<file path="config.mk">
export PLATFORM = sky130hd
export DESIGN_NAME = msg_page_sequencer
export DESIGN_NICKNAME = d
export VERILOG_FILES = /design/src/rtl/msg_page_sequencer.sv
export SDC_FILE = /design/constraint.sdc
export NUM_CORES = 1
export LEC_CHECK = 0
export ABC_AREA = 1
export CAP_MARGIN = 20
export CORE_ASPECT_RATIO = 0.7
export CORE_MARGIN = 10
export CORE_UTILIZATION = 55
export CTS_CLUSTER_DIAMETER = 200
export DETAILED_ROUTE_END_ITERATION = 10
export GPL_TIMING_DRIVEN = 0
export HOLD_SLACK_MARGIN = 0.12
export PLACE_DENSITY = 0.83
export SYNTH_ARGS = -nofsm -noshare
export SYNTH_HDL_FRONTEND = slang
export SYNTH_SLANG_ARGS = --single-unit
</file>
<file path="constraint.sdc">
create_clock -name clk -period 4.4 [get_ports clk]
set_input_delay 0.88 -clock clk [delete_from_list [all_inputs] [get_ports clk]]
set_output_delay 0.88 -clock clk [all_outputs]
set_load 0.02 [all_outputs]
</file>
<file path="src/rtl/msg_page_sequencer.sv">
// Page sequencer for the six-digit message bank: dwell-timed auto-advance, next/prev/pause
// buttons, and time-multiplexed scanning of the bank digits onto one seven-segment decoder.
module msg_page_sequencer #(
  parameter int DWELL_CYCLES = 50000000,
  parameter int SCAN_CYCLES  = 50000,
  parameter int NUM_PAGES    = 8
) (
  input  logic       clk,
  input  logic       reset,
  input  logic       btn_next,
  input  logic       btn_prev,
  input  logic       btn_pause,
  input  logic [3:0] d0,
  input  logic [3:0] d1,
  input  logic [3:0] d2,
  input  logic [3:0] d3,
  input  logic [3:0] d4,
  input  logic [3:0] d5,
  output logic [2:0] p,
  output logic [5:0] digit_sel,
  output logic [3:0] digit_val,
  output logic       blank,
  output logic       page_tick,
  output logic       paused
);

  localparam int DW = $clog2(DWELL_CYCLES);
  localparam int SW = (SCAN_CYCLES > 1) ? $clog2(SCAN_CYCLES) : 1;
  localparam logic [DW-1:0] DWELL_LAST = DW'(DWELL_CYCLES - 1);
  localparam logic [DW-1:0] DWELL_ONE  = DW'(1);
  localparam logic [SW-1:0] SCAN_LAST  = SW'(SCAN_CYCLES - 1);
  localparam logic [SW-1:0] SCAN_ONE   = SW'(1);
  localparam logic [2:0]    PAGE_LAST  = 3'(NUM_PAGES - 1);

  typedef enum logic {RUN = 1'b0, PAUSE = 1'b1} state_t;

  state_t        state;
  logic [DW-1:0] dwell;
  logic [SW-1:0] scan;
  logic [2:0]    scan_idx;
  // Button vectors are ordered {pause, prev, next}.
  logic [2:0]    sync1;
  logic [2:0]    sync2;
  logic [2:0]    last;
  logic [2:0]    armed;
  logic [1:0]    warm;
  logic [2:0]    rise;
  logic          step_next;
  logic          step_prev;
  logic          expire;
  logic [2:0]    page_inc;
  logic [2:0]    page_dec;
  logic          scan_wrap;
  logic [2:0]    next_idx;
  logic [3:0]    next_val;

  // Synchronizer and edge detect; a button only arms after a real low sample, so a
  // level held through reset release never counts as a press.
  always_ff @(posedge clk or posedge reset) begin
    if (reset) begin
      sync1 <= 3'b000;
      sync2 <= 3'b000;
      last  <= 3'b000;
      armed <= 3'b000;
      warm  <= 2'b00;
    end else begin
      sync1 <= {btn_pause, btn_prev, btn_next};
      sync2 <= sync1;
      last  <= sync2;
      warm  <= {warm[0], 1'b1};
      armed <= armed | ({3{warm[1]}} & ~sync2);
    end
  end

  assign rise = sync2 & ~last & armed;

  // Page event decode with wrap at NUM_PAGES rather than at the 3-bit limit.
  always_comb begin
    step_next = rise[0] & ~rise[1];
    step_prev = rise[1] & ~rise[0];
    expire    = (state == RUN) && (dwell == DWELL_LAST);
    if (p == PAGE_LAST) begin
      page_inc = 3'd0;
    end else begin
      page_inc = p + 3'd1;
    end
    if (p == 3'd0) begin
      page_dec = PAGE_LAST;
    end else begin
      page_dec = p - 3'd1;
    end
  end

  // Run/pause FSM with page register, dwell timer and registered tick/paused outputs.
  always_ff @(posedge clk or posedge reset) begin
    if (reset) begin
      state     <= RUN;
      paused    <= 1'b0;
      p         <= 3'd0;
      dwell     <= '0;
      page_tick <= 1'b0;
    end else begin
      // prev outranks a coinciding dwell expiry; next and expiry merge into one step
      if (step_prev) begin
        p         <= page_dec;
        page_tick <= 1'b1;
      end else if (step_next || expire) begin
        p         <= page_inc;
        page_tick <= 1'b1;
      end else begin
        p         <= p;
        page_tick <= 1'b0;
      end

      if (step_prev || step_next || expire || rise[2]) begin
        dwell <= '0;
      end else if (state == RUN) begin
        dwell <= dwell + DWELL_ONE;
      end else begin
        dwell <= dwell;
      end

      case (state)
        RUN: begin
          if (rise[2]) begin
            state  <= PAUSE;
            paused <= 1'b1;
          end else begin
            state  <= RUN;
            paused <= 1'b0;
          end
        end
        PAUSE: begin
          if (rise[2]) begin
            state  <= RUN;
            paused <= 1'b0;
          end else begin
            state  <= PAUSE;
            paused <= 1'b1;
          end
        end
        default: begin
          state  <= RUN;
          paused <= 1'b0;
        end
      endcase
    end
  end

  // Next scan position and the bank digit it selects.
  always_comb begin
    scan_wrap = (scan == SCAN_LAST);
    if (scan_wrap) begin
      next_idx = (scan_idx == 3'd5) ? 3'd0 : scan_idx + 3'd1;
    end else begin
      next_idx = scan_idx;
    end
    case (next_idx)
      3'd0:    next_val = d0;
      3'd1:    next_val = d1;
      3'd2:    next_val = d2;
      3'd3:    next_val = d3;
      3'd4:    next_val = d4;
      3'd5:    next_val = d5;
      default: next_val = d0;
    endcase
  end

  // Digit scanner; value, enable and blank are registered together from next_idx.
  always_ff @(posedge clk or posedge reset) begin
    if (reset) begin
      scan      <= '0;
      scan_idx  <= 3'd0;
      digit_sel <= 6'b000001;
      digit_val <= 4'd8;
      blank     <= 1'b0;
    end else begin
      scan      <= scan_wrap ? '0 : scan + SCAN_ONE;
      scan_idx  <= next_idx;
      digit_sel <= 6'b000001 << next_idx;
      digit_val <= next_val;
      blank     <= (next_val >= 4'd10);
    end
  end

endmodule

</file>
# Yosys cells after proc, flatten, opt, wreduce, memory -nomap -nowiden
# Cells that the tools add are included.
# totals
reg_bits,75
inputBits,29
output_inout_bits,16
# classes
n_shift,1
addsub,5
n_eq_ne,10
magnitude_cmp,1
n_reduce_logical,7
bitwise_logic,11
muxes,15
# ops
cell,n
26-bit two-way mux,2
26-bit by 1-bit adder with 26-bit output (second input constant),1
26-bit == test (second input constant),1
4-bit one-hot mux with 5 select lines,1
3-bit two-way mux,6
16-bit by 1-bit adder with 16-bit output (second input constant),1
16-bit == test (second input constant),1
16-bit two-way mux,1
3-bit == test (second input constant),4
3-bit AND,3
3-bit by 1-bit adder with 3-bit output (second input constant),2
3-bit by 2-bit == test with 1-bit output (second input constant),2
3-bit inverter,2
1-bit by 3-bit left shift with 6-bit output (first input constant),1
4-bit >= comparator (second input constant),1
1-bit logical OR,4
1-bit two-way mux,4
3-bit by 1-bit == test with 1-bit output (second input constant),1
3-bit logical NOT,1
1-bit inverter,3
3-bit OR,1
3-bit by 1-bit subtractor with 3-bit output (second input constant),1
1-bit AND,2
2-bit by 1-bit inequality test with 1-bit output (second input constant),1
other kinds (3),3

# Longest topological paths before layout
# depth
depth_word,9
mapped_depth,13

# Worst setup path after synthesis
# No wires, ideal clock.
# synth_timing
path_kind,register to register
start,reg state
end,reg dwell[9]
path_stages_with_launch,11
n_path_buf,2
setup_time_ps,132
t_arrival_ps,1558
setup_slack_ps,2710
required_ps,4268
period_less_slack_ps,1690
path_cell_list,dfrtp_1 buf_2 clkinv_2 nand4_1 nor4_1 nand2_1 nand2_2 inv_2 buf_6 o21ai_0 a21oi_1
# synth_between
elab_chain_len,5
word_cells_on_any_way,6
# synth_lines
item,line_no,text
from (decl),37,state_t state;
from (signal assigned),97,state <= RUN;
from (signal assigned),126,state <= PAUSE;
from (signal assigned),129,state <= RUN;
1-bit inverter,--,
1-bit logical AND,81,expire = (state == RUN) && (dwell == DWELL_LAST);
1-bit logical OR (2 in a row),115,if (step_prev || step_next || expire || rise[2]) begin
2-bit by 1-bit inequality test with 1-bit output (no line) or 26-bit two-way mux (tied branches),--,
to (signal assigned),118,dwell <= dwell + DWELL_ONE;
to (signal assigned),120,dwell <= dwell;
to (decl),38,logic [DW-1:0] dwell;
# Parallel ways exist; a longest one is shown, timed or not.
# A chain may end at the register's enable or synchronous reset.

# Worst setup path in the final report
# layout_timing
start,reg digit_val[3]
end,out digit_val[3]
# layout_lines
item,line_no,text
from (decl),21,"output logic [3:0] digit_val,"
from (signal assigned),181,digit_val <= next_val;
# No word-level cell between the ends.

==> impl_metrics.json <==
{
  "area_delta_synth_final_pct": 20.5,
  "ant_nets": 0,
  "final.setup.tns_ns": 0,
  "synth_nets": 513,
  "io_pins": 45,
  "register_area_mm2": 0.00188,
  "synth_edf_count": 0,
  "die_x_um": 122,
  "slowest_stage": "clkdlybuf4s50_1",
  "hold_path_end": "sync2[0]$_DFF_PP0_",
  "clock_sinks": 75,
  "multiInputGateArea_mm2": 0.00177,
  "insertion_delay_ns": 0.35,
  "ys_types": 45,
  "layout_setup_ws_ns": 2.07,
  "hold_start": "sync1[0]$_DFF_PP0_",
  "core_area_mm2": 0.00688,
  "grt_pass1_wl_mm": 14.7,
  "dp.cells": 615,
  "die_area_mm2": 0.0111,
  "dp_hpwl_mm": 6.66,
  "ir_worst_vdd_v": 0.000207,
  "stdcell_count": 631,
  "drtPass1Iterations": 5,
  "power.leakage_nw": 2.26,
  "start_util": 0.578,
  "synthesis.area_mm2": 0.00398,
  "drt-vias-per-instance": 5.32,
  "finalPower_mw": 1.63,
  "die_y_um": 91.1,
  "drtIter0Drc": 342,
  "fin_area_mm2": 0.00479,
  "yosys_register_bits": 75,
  "pre_cts_slack_ns": 2.41,
  "drc": 0,
  "fillers": 531,
  "finClkSkew_ns": 0.0102,
  "fp-row-count": 25,
  "critPathTopFamily": "buffers and inverters",
  "route.final.wire_length_mm": 8.63,
  "cts_buffers": 9,
  "rr_worst_depth": 10,
  "startpoint_type": "flop",
  "routedWlPerCell_um": 13.7,
  "syn-instance-count": 476,
  "antenna_cells": 0,
  "port_buffers": 44,
  "utilization": 0.696,
  "holdBufCountCts": 0,
  "synthArstFlopShare": 1.00,
  "drv_slew": 0,
  "maxCapViolations": 0,
  "slew_headroom": 0.627,
  "setup_viol": 0,
  "synth-seq-area-share": 0.473,
  "worstPathMaxFanout": 1,
  "cts_tree": "yes",
  "critical_path_class": "flop to output pin",
  "slowest_delay_ns": 0.59,
  "grt_start_max_net_pins": 76,
  "syn-mean-instance-area_um2": 8.35,
  "fin_crit_sh": 0.531,
  "whs_path_depth": 0,
  "gp_congestion": 0.881,
  "hold_class": "flop to flop",
  "path_buf_inv": 1,
  "cts.htree.levels": 3,
  "synth_warnings": 0,
  "grt_pass1_vias": 3303,
  "fmax_mhz": 428,
  "nets": 569,
  "gr-total-overflow": 0,
  "crit_chain": "clkdlybuf4s50_1",
  "critPathCaptureType": "output pin",
  "vias": 3359,
  "drive_above_1_share": 0.158,
  "rr_endpoint": "dwell[9]$_DFFE_PP0P_",
  "fin_hold_ws_ns": 0.359,
  "post_cts_buffers": 0,
  "cts_resized": 0,
  "period_minus_slack_ns": 2.33,
  "cp.required_ns": 3.52,
  "rr_startpoint": "state$_DFF_PP0_",
  "path_clk_slew_ns": 0.07,
  "yosys_most_used_dff": "dfrtp_1",
  "rsz0062_at_grt": "no",
  "hold_violations": 0,
  "status": "finished clean",
  "reg2reg_slack_ns": 2.32,
  "powerDensity_mw_per_mm2": 340,
  "cp_data_arrival_time_ns": 1.45,
  "grt_usage": 0.161,
  "cts_buffer_depth": 2,
  "worstMarginPinSlew_ns": 0.554,
  "cts_root_buf": "clkbuf_8",
  "antenna_found_initial": 0,
  "placed_area_mm2": 0.00456
}
## report_power, final
part           internal [mW]  total (mW)  switching [mW]
logic                  0.118       0.283           0.165
clock network          0.350       0.595           0.246
registers              0.724       0.752          0.0275
## Yosys cell counts (2+ instances only)
cell	number	area, µm²
nor3_2	4	40.0
dfrtp_1	73	1830
o21ai_0	15	75.1
a21oi_1	20	100
o21ai_1	3	15.0
o21a_1	5	37.5
a31oi_1	2	12.5
nor2_4	5	56.3
and3_1	2	12.5
ha_1	8	100
buf_2	2	10.0
nand4_1	6	37.5
nand2_4	2	22.5
nand3_2	9	90.1
dfstp_2	2	52.6
xor2_1	5	43.8
nor2_1	46	173
inv_1	71	267
inv_2	8	30.0
o221ai_1	2	17.5
nor3_1	15	75.1
nand2_2	14	87.6
a21boi_0	2	15.0
o21bai_1	2	15.0
nor4_1	8	50.1
nand2_1	81	304
nand3_1	32	160
nor2_2	14	87.6
nor4_2	2	25.0
## registers in the layout, indices dropped and copies added (netlist names)
register	flops
armed	3
state	1
page_tick	1
scan_idx	3
sync1	3
scan	16
p	3
last	3
sync2	3
warm	2
blank	1
dwell	26
digit_val	4
digit_sel	6
## layer usage
metal,wire length [µm],up-vias,global-route usage,part of all wire
li1,-,1651,-,-
met1,4010,1578,0.211,0.46
met2,3710,121,0.236,0.43
met3,845,9,0.0680,0.098
met4,70,0,0.0475,0.0081
met5,0,-,0,0
## kinds of logic (layout without fill, tap and decap cells)
family	Yosys count	in the layout	synth area share
AND/OR/NAND/NOR	245	245	0.320
buffers and inverters	84	145	0.0831
flip-flops	75	75	0.473
AO/OA/AOI/OAI	57	57	0.0850
adder cells (fa/ha/maj)	8	8	0.0252
XOR/XNOR	6	6	0.0132
other	1	1	0.000943
## layout by cell type (no fill, tap or decap), types with 2 or more instances in the layout
master           instances
a21boi_0                 2
a21oi_1                 20
a31oi_1                  2
and3_1                   2
buf_2                    2
bufinv_16                2
clkbuf_8                11
clkdlybuf4s50_1         44
clkinv_2                 2
dfrtp_1                 73
dfstp_2                  2
ha_1                     8
inv_1                   70
inv_2                    8
nand2_1                 81
nand2_2                 14
nand2_4                  2
nand3_1                 32
nand3_2                  9
nand4_1                  6
nor2_1                  46
nor2_2                  14
nor2_4                   5
nor3_1                  15
nor3_2                   4
nor4_1                   8
nor4_2                   2
o21a_1                   5
o21ai_0                 15
o21ai_1                  3
o21bai_1                 2
o221ai_1                 2
xor2_1                   5
## area by class of cell
type                    count  share of cell area
multi-input cells         317               0.369
plain buffers               4             0.00601
repair buffers             45              0.0977
inverters                  80              0.0634
well taps                  94              0.0245
flip-flops and latches     75               0.392
clock buffers              12              0.0324
clock inverters             4              0.0151
## how the worst max path moves through the flow
stage                            from                    end  slack [ns]  cells after the start
3_3_place_gp                    reset       p[0]$_DFFE_PP0P_        0.44                      2
4_1_cts        digit_sel[0]$_DFF_PP1_           digit_sel[0]        2.04                      1
5_1_grt        digit_sel[0]$_DFF_PP1_           digit_sel[0]        2.02                      1
6_report       digit_val[3]$_DFF_PP1_           digit_val[3]        2.07                      1
2_1_floorplan                   reset     armed[0]$_DFF_PP0_        1.61                      1
3_5_place_dp          state$_DFF_PP0_  dwell[25]$_DFFE_PP0P_        2.41                     10
Power figures use the tool's default switching activity.
==> patch 1, RTL diff (config.mk and constraints unchanged) <==
The parameter `SCAN_CYCLES` goes from 50000 to 25000.
--- a/src/rtl/msg_page_sequencer.sv
+++ b/src/rtl/msg_page_sequencer.sv
@@ -2,7 +2,7 @@
 // buttons, and time-multiplexed scanning of the bank digits onto one seven-segment decoder.
 module msg_page_sequencer #(
   parameter int DWELL_CYCLES = 50000000,
-  parameter int SCAN_CYCLES  = 50000,
+  parameter int SCAN_CYCLES  = 25000,
   parameter int NUM_PAGES    = 8
 ) (
   input  logic       clk,
Function: no difference found for any inputs over 10 cycles, from zero or initial values and one cycle with reset high; that may be too few to reach the edited logic, so the function may still have changed.
==> patch 1 against the unedited design <==
- sequential power barely moved
- routed wire length fell by 3.8%
- design area fell by 3.0%
- register-to-register slack got worse by 0.08 ns
- clock skew fell by 0.0020 ns
- critical endpoint unchanged
- highest routed layer unchanged
- power fell by 4.2%
- sequential cell count fell by 1
- setup slack got worse by 0.029 ns
- largest cell class unchanged
- die area fell by 2.0%
- synthesized area fell by 2.5%
==> patch 1: results (changes against the unedited design) <==
vias per std cell=5.19 (was 5.32); synthesized-area fraction occupied by ao, oa, aoi and oai cells=7.13% (was 8.50%); yosys warns=0 (unchanged); share of layout cells above drive strength 1=11.5% (was 15.8%); Avg Cell Area, Syn=8.06 sq um (was 8.35 sq um); Post-CTS Setup Bufs=0 (unchanged); P_leak=2.26 nW (about the same); vias=3,294 (was 3,359); largest net degree at the start of global routing=75 (was 76); RD Place Congestion=0.884 (was 0.881); Critical Path Max Stage Delay=0.61 ns (was 0.59 ns); clock skew=0.00817 ns (was 0.0102 ns); slowest library cell on the worst path=clkdlybuf4s50_1 (unchanged); placed cell areas=4440 sq um (was 4560 sq um); CTS resizes=0 (unchanged); r2r setup slk=2.24 ns (was 2.32 ns); crit path max fanout=1 (unchanged); TritonCTS Buffers=9 (unchanged); dpl hpwl=6260 um (was 6660 um); Slew Limit Headroom=41.6% (was 62.7%); Hold WS=0.355 ns (was 0.359 ns); adder-cell share of the synthesized area=2.58% (was 2.52%); first-pass GRT wire length=14,800 um (was 14,700 um); # diodes=0 (unchanged); Hold Crit Class=reg2reg (unchanged); status=completed (unchanged); sequential area share after synthesis=47.8% (was 47.3%); WL per Instance=13.1 um (was 13.7 um); Synthesized Nets=518 (was 513); Synth cell types=41 (was 45); Regs by FF count=dwell: 26 flops, scan: 15 flops, digit_sel: 6 flops (was dwell: 26 flops, scan: 16 flops, digit_sel: 6 flops); post-synthesis mux area share=0.290% (was 0%); initial DRC count=267 (was 342); Placed Cells=619 (was 615); # nets final=573 (was 569); synth cell count leaders=nand2_1, inv_1, dfrtp_1 (was nand2_1, dfrtp_1, inv_1); Area contributors post-synth=dfrtp_1, nand2_1, inv_1, nor2_1, nand3_1 (unchanged); pwr/cell area=336 nW/um^2 (was 340 nW/um^2); XOR/XNOR Fraction of Synth Area=2.94% (was 1.32%); WP data arrival=1.48 ns (was 1.45 ns); Max VDD drop=0.218 mV (was 0.207 mV); GRT Util Overall=16.2% (was 16.1%); number of fill cells=542 (was 531)
[patch 1: path summary, 6_finish.rpt]
check | start | to | cells past startpoint
setup / recovery | digit_val[3]$_DFF_PP1_ | digit_val[3] | 1
hold / removal | sync1[2]$_DFF_PP0_ | sync2[2]$_DFF_PP0_ | 0
setup reg to reg | sync2[0]$_DFF_PP0_ | dwell[10]$_DFFE_PP0P_ | 10
hold reg to reg | sync1[2]$_DFF_PP0_ | sync2[2]$_DFF_PP0_ | 0
max in group asynchronous | reset | dwell[13]$_DFFE_PP0P_ | 2
min in group asynchronous | reset | sync1[0]$_DFF_PP0_ | 2
[patch 1: cell families after synthesis]
family,after synthesis
compound gates,46
xor+xnor,13
fa+ha+maj,8
buf+inv,85
flops,74
mux,1
other cells,1
simple gates,253
[patch 1: layout make-up]
cell class / instances / area share, %
Inverter: 83 / 6.76
Multi-Input combinational cell: 322 / 36.6
Tap cell: 94 / 2.53
Sequential cell: 74 / 39.9
Clock buffer: 9 / 2.67
Clock inverter: 7 / 1.80
Timing Repair Buffer: 44 / 9.48
Buffer: 2 / 0.215
[patch 1: power breakdown]
group | internal, mW | switching [mW] | leakage (nW)
logic | 0.112 | 0.145 | 1.21
clock network | 0.273 | 0.279 | 0.103
registers | 0.715 | 0.0374 | 0.953
[patch 1: worst register-to-register path: stages, from the launching register on]
cell      delay, ns
dfrtp_1        0.37
inv_1          0.04
nor3_1         0.27
inv_1          0.09
ha_1           0.31
a21boi_0       0.20
nand2_1        0.22
inv_1          0.11
buf_2          0.22
o21ai_0        0.13
a21oi_1        0.12
[patch 1: routing by layer]
metal	routed length, um	vias up	track usage, %
met5	0	-	0
met2	3920	110	26.3
met3	652	15	6.68
met4	91	0	4.01
li1	-	1648	-
met1	3650	1521	19.5
[patch 1: per-stage QoR]
stage	setup WS (ns)	total power [mW]
2_1_floorplan	1.64	0.912
3_3_place_gp	0.486	1.01
3_5_place_dp	2.30	1.03
4_1_cts	2.01	1.58
5_1_grt	1.97	1.65
6_report	2.04	1.56
==> patch 2, RTL diff (same settings) <==
Without the edit above. Register the output `digit_val` once more, with the module's reset; this adds one clock of latency there. The other outputs are not delayed to match.
--- a/src/rtl/msg_page_sequencer.sv
+++ b/src/rtl/msg_page_sequencer.sv
@@ -33,6 +33,8 @@
   localparam logic [2:0]    PAGE_LAST  = 3'(NUM_PAGES - 1);
 
   typedef enum logic {RUN = 1'b0, PAUSE = 1'b1} state_t;
+
+  logic [3:0] digit_val_s0;
 
   state_t        state;
   logic [DW-1:0] dwell;
@@ -172,14 +174,22 @@
       scan      <= '0;
       scan_idx  <= 3'd0;
       digit_sel <= 6'b000001;
-      digit_val <= 4'd8;
+      digit_val_s0 <= 4'd8;
       blank     <= 1'b0;
     end else begin
       scan      <= scan_wrap ? '0 : scan + SCAN_ONE;
       scan_idx  <= next_idx;
       digit_sel <= 6'b000001 << next_idx;
-      digit_val <= next_val;
+      digit_val_s0 <= next_val;
       blank     <= (next_val >= 4'd10);
+    end
+  end
+
+  always_ff @(posedge clk or posedge reset) begin
+    if (reset) begin
+      digit_val <= '0;
+    end else begin
+      digit_val <= digit_val_s0;
     end
   end
 
Formal check against the unedited RTL: not equivalent (a bounded check fails within 4 cycles, from zero or initial values and one cycle with reset high).
==> patch 2 against the unedited design <==
- design area shrank 0.50%
- first-iteration DRC count down 23%
- setup slack lost 0.0098 ns
- fmax decreased by 0.42%
- synthesized area barely moved
- routed wire length fell by 3.6%
- power shrank 1.1%
- sequential cell count rose by 4
- critical endpoint is now digit_sel[0]
==> patch 2: results (changes against the unedited design) <==
GR Util met1=21.0% (was 21.1%); met2 wire len=4000 um (was 3710 um); status=completed (unchanged); first-pass GRT wire length=14,900 um (was 14,700 um); Max VDD drop=0.204 mV (was 0.207 mV); RD Place Congestion=0.925 (was 0.881); clock tree buffer depth=2 (unchanged); final hold vios=0 (unchanged); clock skew=0.0115 ns (was 0.0102 ns); H-Tree Depth=3 (unchanged); share of layout cells above drive strength 1=12.4% (was 15.8%); clock-pin slew on the worst setup and hold paths=0.07 ns (about the same); Initial DRT Pass Iterations=4 (was 5); largest net degree at the start of global routing=63 (was 76); # diodes=0 (unchanged); vias in the first global route=3,175 (was 3,303); dpl hpwl=6340 um (was 6660 um); Detail Route Antenna Nets=0 (unchanged); M3 GR Usage=5.13% (was 6.80%); hold path cells=0 (unchanged); sw frac=27.2% (was 26.9%); CP top delay family=buffers and inverters (unchanged); GRT Util Overall=16.3% (was 16.1%); Critical Path Max Stage Delay=~0.60 ns; Slew Limit Headroom=63.5% (was 62.7%); R2R Path End=blank$_DFF_PP0_ (was dwell[9]$_DFFE_PP0P_); Area contributors post-synth=dfrtp_1, nand2_1, nor2_1, inv_1, nand3_1 (was dfrtp_1, nand2_1, inv_1, nor2_1, nand3_1); initial DRC count=264 (was 342); # nets final=550 (was 569); Synthesized Nets=494 (was 513); met1 WL=3790 um (was 4010 um); vias=3,148 (was 3,359); R2R cell count=11 (was 10); crit path from=digit_sel[0]$_DFF_PP1_ (was digit_val[3]$_DFF_PP1_); number of fill cells=544 (was 531); Root Buffer Master=clkbuf_8 (unchanged); P_leak=2.25 nW (was 2.26 nW); P_seq=795 uW (was 752 uW); Post-CTS Setup Bufs=0 (unchanged); met3 wire len=472 um (was 845 um); grt met2 use=26.5% (was 23.6%); Routed WL=8320 um (was 8630 um); antenna violations before repair=0 (unchanged); CTS resizes=0 (unchanged); Cell Int Power=1.17 mW (was 1.19 mW); Regs by FF count=dwell: 26 flops, scan: 16 flops, digit_sel: 6 flops (unchanged); synth cell count leaders=dfrtp_1, nand2_1, nor2_1 (was nand2_1, dfrtp_1, inv_1); slowest library cell on the worst path=clkdlybuf4s50_1 (unchanged); TritonCTS Buffers=9 (unchanged); worst min-delay path startpoint=sync1[2]$_DFF_PP0_ (was sync1[0]$_DFF_PP0_); Hold Path Sink=sync2[2]$_DFF_PP0_ (was sync2[0]$_DFF_PP0_); Worst R2R Start=scan[0]$_DFF_PP0_ (was state$_DFF_PP0_); Synth cell types=47 (was 45); combinational gate power=268 uW (was 283 uW); crit path max fanout=1 (unchanged); sequential area share after synthesis=49.8% (was 47.3%); r2r setup slk=2.43 ns (was 2.32 ns)
[patch 2: cell count changes after synthesis, moves of 5 or more]
cell / delta
nor4_1: -7
nand2_2: -12
xor2_1: +6
nor2_2: -10
inv_1: -14
nand3_1: -5
nand4_1: +10
nor2_1: +13
[patch 2: cell families after synthesis]
| logic type | Yosys count | share of synthesized area [%] |
|---|---|---|
| multiplexers | 1 | 0.283 |
| XOR/XNOR | 13 | 2.87 |
| flip-flops | 79 | 49.8 |
| buffers and inverters | 73 | 7.05 |
| adder cells (fa/ha/maj) | 8 | 2.52 |
| AND/OR/NAND/NOR | 235 | 30.6 |
| other | 1 | 0.0944 |
| AO/OA/AOI/OAI | 47 | 6.71 |
[patch 2: final cells by class]
class	instances	area, sq um	area share [%]
tap	94	118	2.47
clock inverter	4	52.6	1.10
clock buffer	12	155	3.25
inverter	69	265	5.56
multi-input combinational	305	1710	35.9
buffer	4	17.5	0.367
sequential	79	1980	41.5
timing repair buffer	45	468	9.81
[patch 2: per-stage QoR]
stage / hold slack [ns] / util (%) / instances / instance area, sq um / setup slack, ns
after floorplan: 0.331 / - / 457 / 3970 / 1.50
after global placement: 0.332 / 65.8 / 595 / 4530 / 0.345
after detailed placement: 0.335 / 66.3 / 596 / 4560 / 2.42
after CTS: 0.346 / 69.3 / 612 / 4770 / 2.04
after global routing: 0.352 / 69.3 / 612 / 4770 / 2.01
final: 0.345 / 69.3 / 612 / 4770 / 2.06
[patch 2: worst max-delay path by stage]
stage                    endpoint  depth (start not counted)
2_1_floorplan  armed[0]$_DFF_PP0_                          1
3_3_place_gp    scan[9]$_DFF_PP0_                          2
3_5_place_dp         digit_sel[0]                          1
4_1_cts              digit_sel[0]                          1
5_1_grt              digit_sel[0]                          1
6_report             digit_sel[0]                          1
